### src/rtl/s3_retention_ctrl.sv
// S3 retention controller: registered ALU, ring of context slots and a
// staged power sequencer. Optional parity: define S3_CTX_PARITY_EN.
// Ports: clk, reset (sync, high); a, b, opcode, valid, ready (ALU accept);
// s3_req, wake (power requests); result, result_valid, ram_data_out,
// ctx_count, state (status); clk_gate, pg_down, reset_assert,
// iso_clampn_deassert (power controls); ctx_err (parity build only).
module s3_retention_ctrl #(
  parameter int DATA_W   = 4,
  parameter int DEPTH    = 4,
  parameter int IDLE_CYC = 8,
  parameter int STEP_CYC = 2
) (
  input  logic                     clk,
  input  logic                     reset,
  input  logic [DATA_W-1:0]        a,
  input  logic [DATA_W-1:0]        b,
  input  logic [1:0]               opcode,
  input  logic                     valid,
  output logic                     ready,
  input  logic                     s3_req,
  input  logic                     wake,
  output logic [DATA_W-1:0]        result,
  output logic                     result_valid,
  output logic [DATA_W-1:0]        ram_data_out,
  output logic [$clog2(DEPTH):0]   ctx_count,
  output logic [2:0]               state,
`ifdef S3_CTX_PARITY_EN
  output logic                     ctx_err,
`endif
  output logic                     clk_gate,
  output logic                     pg_down,
  output logic                     reset_assert,
  output logic                     iso_clampn_deassert
);

  localparam int PW = $clog2(DEPTH);
  localparam int CW = PW + 1;
  localparam int IW = $clog2(IDLE_CYC + 1);
  localparam int SW = $clog2(STEP_CYC + 1);
  localparam int DW = 3 * DATA_W + 2;
`ifdef S3_CTX_PARITY_EN
  localparam int MW = DW + 1;
`else
  localparam int MW = DW;
`endif

  typedef enum logic [2:0] {
    S_RUN, S_SAVE, S_GATE, S_PDOWN,
    S_SLEEP, S_PUP, S_RESTORE
  } state_t;

  state_t st, nxt;
  logic [IW-1:0] idle_cnt;
  logic [SW-1:0] step_cnt;
  logic [PW-1:0] wr_ptr;
  logic          wake_pend;
  logic [DATA_W-1:0] ctx_a, ctx_b, alu;
  logic [1:0]        ctx_op;
  logic [MW-1:0] mem [DEPTH];
  logic [MW-1:0] wr_word, rd_word;
  logic [DW-1:0] ctx_word;
  logic accept, step_done;
  logic cg_d, pg_d, ra_d, iso_d;

  assign ready  = (st == S_RUN);
  assign state  = st;
  assign accept = valid && ready;
  assign ctx_word = {ctx_a, ctx_b, ctx_op, result};
`ifdef S3_CTX_PARITY_EN
  assign wr_word = {ctx_word, ^ctx_word};
`else
  assign wr_word = ctx_word;
`endif
  assign rd_word = mem[wr_ptr - PW'(1)];
  assign step_done = (step_cnt == SW'(STEP_CYC - 1));

  always_comb begin
    alu = '0;
    unique case (opcode)
      2'b00: alu = a + b;
      2'b01: alu = a - b;
      2'b10: alu = a & b;
      2'b11: alu = a | b;
      default: alu = '0;
    endcase
  end

  always_comb begin
    nxt = st;
    unique case (st)
      S_RUN:
        if (s3_req && !valid && idle_cnt == IW'(IDLE_CYC))
          nxt = S_SAVE;
      S_SAVE:    nxt = S_GATE;
      S_GATE:    if (step_done) nxt = S_PDOWN;
      S_PDOWN:   if (step_done) nxt = S_SLEEP;
      S_SLEEP:   if (wake || wake_pend) nxt = S_PUP;
      S_PUP:     if (step_done) nxt = S_RESTORE;
      S_RESTORE: nxt = S_RUN;
      default:   nxt = S_RUN;
    endcase
  end

  // Controls are decoded from the state being entered so they
  // change on the same edge as the state.
  always_comb begin
    cg_d  = 1'b0;
    pg_d  = 1'b0;
    ra_d  = 1'b0;
    iso_d = 1'b1;
    unique case (nxt)
      S_GATE: begin
        cg_d = 1'b1; iso_d = 1'b0;
      end
      S_PDOWN, S_SLEEP: begin
        cg_d = 1'b1; iso_d = 1'b0;
        pg_d = 1'b1; ra_d  = 1'b1;
      end
      S_PUP: begin
        cg_d = 1'b1; iso_d = 1'b0; ra_d = 1'b1;
      end
      S_RESTORE: iso_d = 1'b0;
      default: ;
    endcase
  end

  // Retention array has no reset; reset clears the pointers only.
  always_ff @(posedge clk) begin
    if (st == S_SAVE) mem[wr_ptr] <= wr_word;
  end

  always_ff @(posedge clk) begin
    if (reset) begin
      st                  <= S_RUN;
      idle_cnt            <= '0;
      step_cnt            <= '0;
      wr_ptr              <= '0;
      wake_pend           <= 1'b0;
      ctx_a               <= '0;
      ctx_b               <= '0;
      ctx_op              <= '0;
      result              <= '0;
      result_valid        <= 1'b0;
      ram_data_out        <= '0;
      ctx_count           <= '0;
      clk_gate            <= 1'b0;
      pg_down             <= 1'b0;
      reset_assert        <= 1'b0;
      iso_clampn_deassert <= 1'b1;
`ifdef S3_CTX_PARITY_EN
      ctx_err             <= 1'b0;
`endif
    end else begin
      st                  <= nxt;
      result_valid        <= accept;
      clk_gate            <= cg_d;
      pg_down             <= pg_d;
      reset_assert        <= ra_d;
      iso_clampn_deassert <= iso_d;
      step_cnt <= (nxt != st) ? '0 : step_cnt + SW'(1);

      if (accept || st != S_RUN || nxt != S_RUN)
        idle_cnt <= '0;
      else if (idle_cnt != IW'(IDLE_CYC))
        idle_cnt <= idle_cnt + IW'(1);

      if (nxt == S_PUP && st != S_PUP)
        wake_pend <= 1'b0;
      else if (wake && (st == S_SAVE || st == S_GATE ||
                        st == S_PDOWN))
        wake_pend <= 1'b1;

      if (accept) begin
        result <= alu;
        ctx_a  <= a;
        ctx_b  <= b;
        ctx_op <= opcode;
      end

      if (st == S_SAVE) begin
        wr_ptr       <= wr_ptr + PW'(1);
        ram_data_out <= result;
        if (ctx_count != CW'(DEPTH))
          ctx_count <= ctx_count + CW'(1);
      end

      if (st == S_RESTORE) begin
`ifdef S3_CTX_PARITY_EN
        if (^rd_word) begin
          {ctx_a, ctx_b, ctx_op, result} <= '0;
          ram_data_out <= '0;
          ctx_err      <= 1'b1;
        end else begin
          {ctx_a, ctx_b, ctx_op, result} <= rd_word[MW-1:1];
          ram_data_out <= rd_word[DATA_W:1];
        end
`else
        {ctx_a, ctx_b, ctx_op, result} <= rd_word;
        ram_data_out <= rd_word[DATA_W-1:0];
`endif
      end
    end
  end

endmodule
### config.mk
export PLATFORM = sky130hd
export DESIGN_NAME = s3_retention_ctrl
export DESIGN_NICKNAME = d
export VERILOG_FILES = /design/src/rtl/s3_retention_ctrl.sv
export SDC_FILE = /design/constraint.sdc
export NUM_CORES = 1
export LEC_CHECK = 0
export CAP_MARGIN = 30
export CORE_MARGIN = 5
export CORE_UTILIZATION = 53
export CTS_CLUSTER_DIAMETER = 60
export DETAILED_ROUTE_END_ITERATION = 12
export PLACE_DENSITY = 0.79
export SYNTH_ARGS = -nofsm -noshare
export SYNTH_HDL_FRONTEND = slang
export SYNTH_SLANG_ARGS = --single-unit
### constraint.sdc
create_clock -name clk -period 2.5 [get_ports clk]
set_input_delay 0.25 -clock clk [delete_from_list [all_inputs] [get_ports clk]]
set_output_delay 0.25 -clock clk [all_outputs]
set_load 0.02 [all_outputs]
==> results by stage <==
Worst setup path:
- The category of the worst setup path capture point is an output port.
- The slowest stage cell on the critical path is clkdlybuf4s50_1.
- For this run, the slowest stage of the critical path takes 0.71 ns.
- The sum of buffers and inverters on the critical path is 1.
- Data on the critical path arrives at its endpoint at just under 2 ns.
- The worst-path maximum fanout is 17.
- The signal on the critical path passes through nor3_1 -> clkdlybuf4s50_1.
- The category of cells accounting for the largest share of critical-path delay is buffers and inverters.
- The data required time at the worst endpoint is ~2.3 ns.
- The path type of the worst setup path is register to output port.
- The kind of start point of the critical path is a register.

Logic synthesis:
- The synthesized design spends more area on one cell type than any other, namely dfxtp_1.
- The flop and latch count out of synthesis is between 40 and 50.
- The commonest cells after synthesis are 28 x dfxtp_1, 22 x nor2_1, 17 x a21oi_1, 16 x edfxtp_1.
- In this run, synthesis inferred 16 flip-flops with an integrated enable.
- The average instance in the mapped netlist occupies 10.2 µm².
- The area share of the leading cell type in the synthesized netlist is around a quarter.
- The leading register cell type out of synthesis is dfxtp_1.
- The netlist area before placement is around 2200 µm².
- For this run, the number of Yosys warnings is 0.
- The share of flip-flops with an asynchronous set or reset after synthesis is 0%.
- Among all cell types in the netlist, the one instantiated most often is dfxtp_1.
- The register area share after synthesis is roughly 47%.
- The number of nets produced by synthesis is around 250.
- The distinct cell type count of the synthesized netlist is 49.
- By area the synthesized netlist is led by dfxtp_1 25%, edfxtp_1 22%, ha_1 8.5%.
- Synthesis produced 217 cells.

Floorplan:
- The die outline width is 74.6 µm.
- 35 I/O pins were placed.
- The starting density of the core is roughly 55%.
- The floorplan die area is around 5600 µm².
- The number of rows in the core area is 23.
- Measured along the y axis, the die boundary spans approximately 75 µm.
- The area of the placeable core is roughly 4000 µm².

Layout:
- The count of non-filler cells in the finished layout is 307.
- The net total in the final layout is around 290.
- The utilization of the core after routing is 68.0%.
- The repair_antennas step left the layout with diodes totalling 0.
- Of the cells placed in the final design, the portion with a size suffix greater than 1 is approximately 10%.
- Relative to the synthesized area, the layout overhead comes to 23.8%.
- Once layout is done, the placed cells without fillers occupy 2740 µm².

Clocking:
- The CTS root buffer is clkbuf_8.
- TritonCTS built the clock tree.
- In this run the deepest clock path goes through 2 buffers.
- The clock drives 44 sinks.
- Hold repair after CTS inserted 0 buffers.
- After clock tree synthesis, the clock-pin slew on the worst setup and hold paths is roughly 0.080 ns.
- The number of levels in the clock H-tree is 2.
- The number of buffers inserted by post-CTS setup repair is 0.
- Buffers inserted during clock tree synthesis total 5.
- Post-CTS repair changed the size of 0 cells.
- The clock reaches the later pin of the worst-skew pair after 0.29 ns.

Timing:
- Measured against its own limit, the worst slew margin works out to 63.8%.
- The shortest clock period the worst path allows after layout is around 2.2 ns.
- The tightest hold path in the finished design has a slack of ~0.45 ns.
- The number of failing setup endpoints in the final timing report is 0.
- After routing, the total negative slack on setup checks comes to 0 ns.
- The clock skew is between 0.007 and 0.008 ns.
- Setup repair after global routing left no endpoint under its margin.
- For the pin with the worst max-slew slack, the measured transition is 0.542 ns.
- The final cycle utilization of the critical path is approximately 88%.
- The final hold violation count was 0.
- The count of final max-slew check failures is 0.
- The peak clock frequency supported by timing is 0.453 GHz.
- After layout, the worst setup slack is 0.290 ns.

Power and ir drop:
- The maximum ir drop on the vdd rail is around 0.00045 V.
- Per report_power, the combinational group accounts for between 10% and 20% of the total.
- The clock network fraction of total power is between 30 and 40%.
- The internal power is 1.13 mW.
- Of the total power, the share spent switching nets is a little over a fifth.
- The overall power of the completed layout is about 1.4 mW.
- In this run the static leakage power is 1.01 nW.
- Sequential cells account for approximately 53% of the total power.
- Power spread over the standard cell area amounts to 528 nW/µm².
- The net switching component of the power is 0.316 mW.

Placed design:
- Routability-driven placement finished with a final weighted congestion of around 0.9.
- Detailed placement ended at an HPWL of between 3000 and 4000 µm.
- Once placement finished, the instance area stood at between 2000 and 3000 µm².
- The cell count after placement is 299.
- The port buffer count is 34.
- At the placement stage, the worst setup path has a slack of ~0.030 ns.

Routing:
- The routed design has between 4000 and 5000 µm of wire.
- After the first detailed-routing iteration, the DRC count stood at around 100.
- The routed layout has approximately 1.7k vias.
- For this run, design rule violations remaining after detail routing come to 0.
- The post-detailed-route via-to-cell ratio is between 5 and 6.
- The wire length per cell after detailed routing is 14.3 µm.
- The number of detailed-route iterations in the first pass is 4.
- Once detail routing completed, the nets flagged for antenna violations numbered 0.

Flow run:
- Across the run, the number of max-cap violations was 0.

Global routing:
- The total routing resource utilization after global routing is roughly 17%.
- The via count of the first global-routing pass is 1588.
- Global routing finished with a remaining overflow of 0.
- The largest net degree at the start of global routing is 23.
- The global-route wire length before repair is slightly above 7000 µm.
- The initial antenna violation count was 0.

Outcome:
- The run finished with clean final reports.

Worst hold path:
- The worst hold path belongs to the class register to register.
[layer usage]
| metal | up-vias | wire [µm] | track usage, % |
|---|---|---|---|
| met5 | - | 0 | 0 |
| met4 | 0 | 59 | 6.52 |
| met3 | 4 | 208 | 3.20 |
| met2 | 43 | 2110 | 28.2 |
| met1 | 769 | 2010 | 22.5 |
| li1 | 847 | - | - |
[path summary, 6_finish.rpt]
kind | slack [ns] | endpoint | start | cells past startpoint
max | 0.29 | ready | state[2] | 2
min | 0.45 | step_cnt[0] | step_cnt[0] | 1
min reg2reg | 0.45 | step_cnt[0] | step_cnt[0] | 1
max reg2reg | 0.66 | step_cnt[0] | state[2] | 4
[state kept, by name (all words and copies together), names as in the netlist]
register,count
wake_pend,1
step_cnt,2
state,3
iso_clampn_deassert,1
clk_gate,1
reset_assert,1
ram_data_out,4
idle_cnt,4
result_valid,1
ctx_count,3
mem,16
result,4
wr_ptr,2
pg_down,1
[cell families (layout without fill, tap and decap cells)]
family / Yosys count / in the layout / share of synthesized area (%)
xor gates and xnor gates: 7 / 7 / 2.77
DFF: 44 / 44 / 47.0
AOI/OAI and AO/OA: 47 / 47 / 14.2
and+or+nand+nor: 71 / 71 / 16.7
muxes: 6 / 6 / 4.97
buffers and inverters: 25 / 65 / 4.52
adders and majority gates: 17 / 17 / 9.83
[power groups by stage]
stage	Sequential, mW	Clock [mW]	Combinational, mW
after global placement	0.787	0	0.147
after global routing	0.773	0.566	0.170
after CTS	0.771	0.531	0.152
final	0.772	0.525	0.151
after floorplan	0.792	0	0.0774
after detailed placement	0.788	0	0.152
[layout by cell type, fill, tap and decap left out, types with 2 or more instances in the layout]
cell | synthesis | final
a2111oi_0 | 2 | 2
a211oi_1 | 2 | 2
a21oi_1 | 17 | 17
a22oi_1 | 4 | 4
a311oi_1 | 3 | 3
and2_1 | 5 | 5
buf_4 | 1 | 8
clkbuf_8 | 0 | 5
clkdlybuf4s50_1 | 0 | 34
dfxtp_1 | 28 | 28
edfxtp_1 | 16 | 16
ha_1 | 15 | 15
inv_1 | 15 | 15
mux2i_1 | 2 | 2
mux4_2 | 4 | 4
nand2_1 | 14 | 14
nand2b_1 | 6 | 6
nand3_1 | 5 | 5
nor2_1 | 22 | 22
nor2b_1 | 2 | 2
nor3_1 | 4 | 4
o211ai_1 | 3 | 3
o21a_1 | 2 | 2
o21ai_0 | 6 | 6
xnor2_1 | 3 | 3
xor2_1 | 4 | 4
[layout make-up]
type	instances	area, µm²
clock buffer	6	72.6
clock inverter	2	35.0
fill	330	1290
inverter	15	56.3
multi-input combinational	148	1070
sequential	44	1040
tap	50	62.6
timing repair buffer	42	400
No activity file was read; power rests on OpenSTA's default activity.
